==> config.mk <==
export PLATFORM = sky130hd
export DESIGN_NAME = fifo_uart_tx
export DESIGN_NICKNAME = d
export VERILOG_FILES = /design/src/rtl/fifo_uart_tx_pkg.sv /design/src/rtl/fifo_uart_tx_parity.sv /design/src/rtl/fifo_uart_tx.sv
export SDC_FILE = /design/constraint.sdc
export NUM_CORES = 1
export LEC_CHECK = 0
export ABC_CLOCK_PERIOD_IN_PS = 1400
export BUFFER_PORTS_ARGS = -buffer_cell sky130_fd_sc_hd__buf_2
export CAP_MARGIN = 10
export CORE_MARGIN = 2
export CORE_UTILIZATION = 39
export DETAILED_ROUTE_END_ITERATION = 12
export GPL_ROUTABILITY_DRIVEN = 0
export MAX_ROUTING_LAYER = met4
export PLACE_DENSITY = 0.61
export SYNTH_ARGS = -nofsm -noshare
export SYNTH_HDL_FRONTEND = slang
export SYNTH_SLANG_ARGS = --single-unit
==> constraint.sdc <==
create_clock -name i_CLK -period 1.4 [get_ports i_CLK]
set_input_delay 0.07 -clock i_CLK [delete_from_list [all_inputs] [get_ports i_CLK]]
set_output_delay 0.07 -clock i_CLK [all_outputs]
set_load 0.02 [all_outputs]
==> src/rtl/fifo_uart_tx_pkg.sv <==
// Shared types and constants for the FIFO-fed UART transmitter.
// STOP_BITS follows the FIFO_UART_TX_STOP2_EN compile-time option.
package fifo_uart_tx_pkg;

  typedef enum logic [2:0] {
    IDLE   = 3'd0,
    START  = 3'd1,
    DATA   = 3'd2,
    PARITY = 3'd3,
    STOP   = 3'd4
  } tx_state_t;

`ifdef FIFO_UART_TX_STOP2_EN
  localparam int STOP_BITS = 2;
`else
  localparam int STOP_BITS = 1;
`endif

  localparam logic PAR_EVEN = 1'b0;
  localparam logic PAR_ODD  = 1'b1;

endpackage

==> src/rtl/fifo_uart_tx_parity.sv <==
// Combinational parity bit for one payload word: even or odd total count
// of ones across data plus the parity bit itself.
module tx_parity_calc
  import fifo_uart_tx_pkg::*;
#(
  parameter int DATA_WIDTH = 8
) (
  input  logic [DATA_WIDTH-1:0] data,
  input  logic                  par_type,
  output logic                  par_bit
);

  assign par_bit = (^data) ^ (par_type == PAR_ODD);

endmodule

==> src/rtl/fifo_uart_tx.sv <==
// UART frame serializer popping bytes from a show-ahead FIFO, one bit per clock.
// Define FIFO_UART_TX_STOP2_EN for two stop bits (default is one).
module fifo_uart_tx
  import fifo_uart_tx_pkg::*;
#(
  parameter int DATA_WIDTH = 8
) (
  input  logic                  i_CLK,
  input  logic                  i_RST,
  input  logic [DATA_WIDTH-1:0] i_RD_DATA,
  input  logic                  i_EMPTY,
  input  logic                  i_Par_En,
  input  logic                  i_Par_Type,
  output logic                  o_RD_INC,
  output logic                  o_TX_OUT,
  output logic                  o_Busy
);

  localparam int CNT_W = (DATA_WIDTH > 1) ? $clog2(DATA_WIDTH) : 1;
  localparam logic [CNT_W-1:0] CNT_LAST = CNT_W'(DATA_WIDTH - 1);
  localparam logic STOP_LAST = 1'(STOP_BITS - 1);

  tx_state_t             state;
  logic [DATA_WIDTH-1:0] shift_reg;
  logic [CNT_W-1:0]      bit_cnt;
  logic                  stop_cnt;
  logic                  frame_par_en;
  logic                  frame_par_bit;
  logic                  calc_par_bit;

  tx_parity_calc #(
    .DATA_WIDTH(DATA_WIDTH)
  ) u_parity (
    .data    (i_RD_DATA),
    .par_type(i_Par_Type),
    .par_bit (calc_par_bit)
  );

  // A pop is only possible from idle or the final stop bit, and never while in reset.
  assign o_RD_INC = i_RST && !i_EMPTY &&
                    ((state == IDLE) || ((state == STOP) && (stop_cnt == STOP_LAST)));

  // o_TX_OUT is loaded with the value of the bit the next state puts on the line.
  always_ff @(posedge i_CLK or negedge i_RST) begin
    if (!i_RST) begin
      state         <= IDLE;
      shift_reg     <= '0;
      bit_cnt       <= '0;
      stop_cnt      <= 1'b0;
      frame_par_en  <= 1'b0;
      frame_par_bit <= 1'b0;
      o_TX_OUT      <= 1'b1;
      o_Busy        <= 1'b0;
    end else if (o_RD_INC) begin
      shift_reg     <= i_RD_DATA;
      frame_par_en  <= i_Par_En;
      frame_par_bit <= calc_par_bit;
      bit_cnt       <= '0;
      stop_cnt      <= 1'b0;
      state         <= START;
      o_TX_OUT      <= 1'b0;
      o_Busy        <= 1'b1;
    end else begin
      case (state)
        IDLE: begin
          o_TX_OUT <= 1'b1;
          o_Busy   <= 1'b0;
        end
        START: begin
          state     <= DATA;
          bit_cnt   <= '0;
          o_TX_OUT  <= shift_reg[0];
          shift_reg <= shift_reg >> 1;
        end
        DATA: begin
          if (bit_cnt == CNT_LAST) begin
            bit_cnt <= '0;
            if (frame_par_en) begin
              state    <= PARITY;
              o_TX_OUT <= frame_par_bit;
            end else begin
              state    <= STOP;
              stop_cnt <= 1'b0;
              o_TX_OUT <= 1'b1;
            end
          end else begin
            bit_cnt   <= bit_cnt + 1'b1;
            o_TX_OUT  <= shift_reg[0];
            shift_reg <= shift_reg >> 1;
          end
        end
        PARITY: begin
          state    <= STOP;
          stop_cnt <= 1'b0;
          o_TX_OUT <= 1'b1;
        end
        STOP: begin
          if (stop_cnt == STOP_LAST) begin
            state    <= IDLE;
            o_TX_OUT <= 1'b1;
            o_Busy   <= 1'b0;
          end else begin
            stop_cnt <= stop_cnt + 1'b1;
          end
        end
        default: begin
          state    <= IDLE;
          o_TX_OUT <= 1'b1;
          o_Busy   <= 1'b0;
        end
      endcase
    end
  end

endmodule

==> results.py <==
metrics = {
    "drt": {
        "drt_pass1_iterations": 4,
        "wl_mm": 1.91,
        "vias": 749,
        "drc": 0,
        "via_per_inst": 4.96,
        "drtIter0Drc": 6,
        "wl_per_cell_um": 12.6,
        "final_antenna_net_count": 0,
    },
    "logic_synthesis": {
        "synthArstFlopShare_pct": 100,
        "synth-seq-cells": 18,
        "ys_seq_area_share_pct": 46.2,
        "syn_area_um2": 978,
        "synth_edf_count": 0,
        "ys.flop_type": "dfrtp_1",
        "synth_area_per_cell_um2": 10.4,
        "synthTopCellsByArea": "dfrtp_1 43%, mux2i_1 7.2%, nor2_1 5.4%, a21oi_1 5.1%, xnor2_1 4.5%",
        "yosysMostFrequentCell": "dfrtp_1",
        "yosysWarnings": 0,
        "synth_nets": 109,
        "syn_inst": 94,
        "yosysUniqueCellTypes": 32,
        "synthTopCellsByCount": "17 x dfrtp_1, 14 x nor2_1, 10 x a21oi_1, 7 x mux2i_1, 6 x nand2_1",
        "yosysTopAreaCell": "dfrtp_1",
        "netlist.area_leader.share_pct": 43.5,
    },
    "outcome": {
        "outcome": "finished with violations",
        "violations": "setup timing",
    },
    "placement": {
        "port_buffers": 15,
        "hpwlAfterDp_mm": 1.40,
    },
    "worst_setup_path": {
        "start_kind": "flop",
        "rrSetupSlack_ns": -0.14,
        "crit_fanout": 2,
        "cp.required_ns": 1.33,
        "crit_type": "reg -> out",
        "max_stage_delay_ns": 0.54,
        "worstRegToRegCells": 6,
        "crit_path_end_kind": "primary output",
        "r2r_end": "shift_reg[5]",
        "cp_slowest_cell": "or4b_4",
        "path_cells": "or4b_4, buf_12, clkinv_8, buf_8",
        "cp.arrival_ns": 1.52,
        "r2r-start": "bit_cnt[1]",
    },
    "cts": {
        "cts-htree-levels": 1,
        "cts_tree": "built",
        "root_buffer": "clkbuf_4",
        "clock_latency_ns": 0.30,
        "cts.sinks": 18,
        "cts-buffers-inserted": 3,
        "path_clk_slew_ns": 0.11,
        "clockBufferDepth": 2,
    },
    "timing": {
        "setup_ws_ns": -0.187,
        "fmax_ghz": 0.630,
        "finalHoldViolations": 0,
        "post-route-period-util_pct": 113,
        "slew_headroom_pct": 78.3,
        "setup_viol_count_final": 14,
        "fin_worst_skew_ns": 0.00619,
        "drv_slew": 0,
        "tns_ns": -1.71,
        "rsz0062_at_grt": "yes",
        "tightest_slew_ns": 0.324,
        "min_period_ns": 1.59,
    },
    "global_routing": {
        "grt_pass1_wl_mm": 3.31,
        "grt_pass1_vias": 741,
        "antenna_found_initial": 0,
        "track_usage_pct": 16.9,
        "grt_max_degree": 20,
        "grt.overflow.total": 0,
    },
    "finish": {
        "largest_reg_flops": 8,
        "drive_gt1_share_pct": 35.5,
        "n_antenna_cell": 0,
        "syn_to_final_growth_pct": 29.2,
        "n_fill_cell": 213,
        "fin_nets": 137,
    },
    "floorplan": {
        "start_util_pct": 40.2,
        "num_io_pins": 16,
        "die_w_um": 54.1,
        "core_area_um2": 2430,
        "num_rows": 18,
        "dieArea_um2": 2930,
        "die_h_um": 54.1,
    },
    "power": {
        "p_int_mw": 1.43,
        "clockPowerShare_pct": 14.5,
        "sequentialPowerShare_pct": 38.5,
        "vdd_ir_drop_max_mv": 1.04,
        "pwr-share-comb_pct": 47.0,
        "power_mw": 2.24,
        "p_leak_nw": 0.598,
        "power.density_nw_per_um2": 1770,
        "p_switching_mw": 0.803,
        "sw_frac_of_total_pct": 35.9,
    },
    "worst_hold_path": {
        "hold-path-endpoint": "shift_reg[1]",
        "hp-class": "in -> reg",
        "min_from": "i_RD_DATA[1]",
        "min_path_cells": 3,
    },
    "job": {
        "drv_cap": 0,
    },
}
-- metal layers --
layer,part of all wire (%),routed length [um],up-vias,GRT usage [%]
met5,0,0,-,-
met2,47,904,15,26.4
met1,47,895,355,20.8
li1,-,-,374,-
met4,2.0,39,0,8.75
met3,3.7,71,5,3.33
-- logic make-up after synthesis --
family                     synth area share (%)
and+or+nand+nor                            17.4
AOI/OAI and AO/OA                          12.5
DFF                                        46.2
xor gates and xnor gates                   8.57
buffers and inverters                      5.63
muxes                                      7.16
adders and majority gates                  2.56
-- metrics by stage --
stage               util [%]  setup WS (ns)  std cells  area [um^2]  hold WS, ns
global placement        46.4         -0.178        141         1130       0.0542
global route            52.0         -0.242        151         1260       0.0380
finish                  52.0         -0.187        151         1260       0.0400
floorplan                  -        -0.0542         94          993       -0.226
CTS                     51.0         -0.191        150         1240      0.00399
detailed placement      46.4         -0.253        141         1130       0.0576
-- layout by cell type (no fill, tap or decap), types with 2 or more instances in the layout --
cell type,synthesis,final
nor2_1,14,13
a21oi_1,10,9
nand2_1,6,5
nand2b_1,2,2
buf_2,1,14
xor2_1,2,2
mux2i_1,7,7
xnor2_1,5,5
o21ai_0,2,2
dfrtp_1,17,17
dlygate4sd3_1,0,3
nand3_1,2,2
buf_4,2,9
clkbuf_4,0,3
o22ai_1,2,2
nand2_2,1,2
nor2b_1,2,2
-- repair_timing --
item	in CTS	in global routing
gates resized for setup	7	3
endpoints found under the hold margin	19	1
pin swaps	1	0
setup buffers	3	0
hold buffers	2	1
endpoints found under the setup margin	14	15
-- worst max path at each step --
stage                          start           end  slack [ns]  cells past startpoint
after floorplan           bit_cnt[0]      o_TX_OUT       -0.05                      7
after global placement    bit_cnt[1]  shift_reg[5]       -0.18                      6
after detailed placement  bit_cnt[1]  shift_reg[5]       -0.25                      6
after CTS                   state[1]      o_RD_INC       -0.19                      4
after global routing        state[1]      o_RD_INC       -0.24                      4
final                       state[1]      o_RD_INC       -0.19                      4
-- layout make-up --
type                    count  area, um^2  area share, %
flip-flops and latches     18         452           35.7
well taps                  30        37.5           2.97
multi-input cells          69         515           40.8
inverters                   2        20.0           1.58
clock buffers               4        36.3           2.87
repair buffers             28         203           16.0
-- power by group through the flow --
stage               sequential (mW)  clock [mW]  combinational, mW
floorplan                     0.875           0              0.730
global placement              0.869           0              0.942
detailed placement            0.874           0              0.956
CTS                           0.865       0.328               1.03
global route                  0.888       0.365               1.16
finish                        0.861       0.325               1.05
-- critical path: cells and delay by family (launching register included) --
kind | cells | cell delay [ns]
flops | 1 | 0.39
simple gates | 1 | 0.54
buf+inv | 3 | 0.28
(Power assumes the default switching activity.)
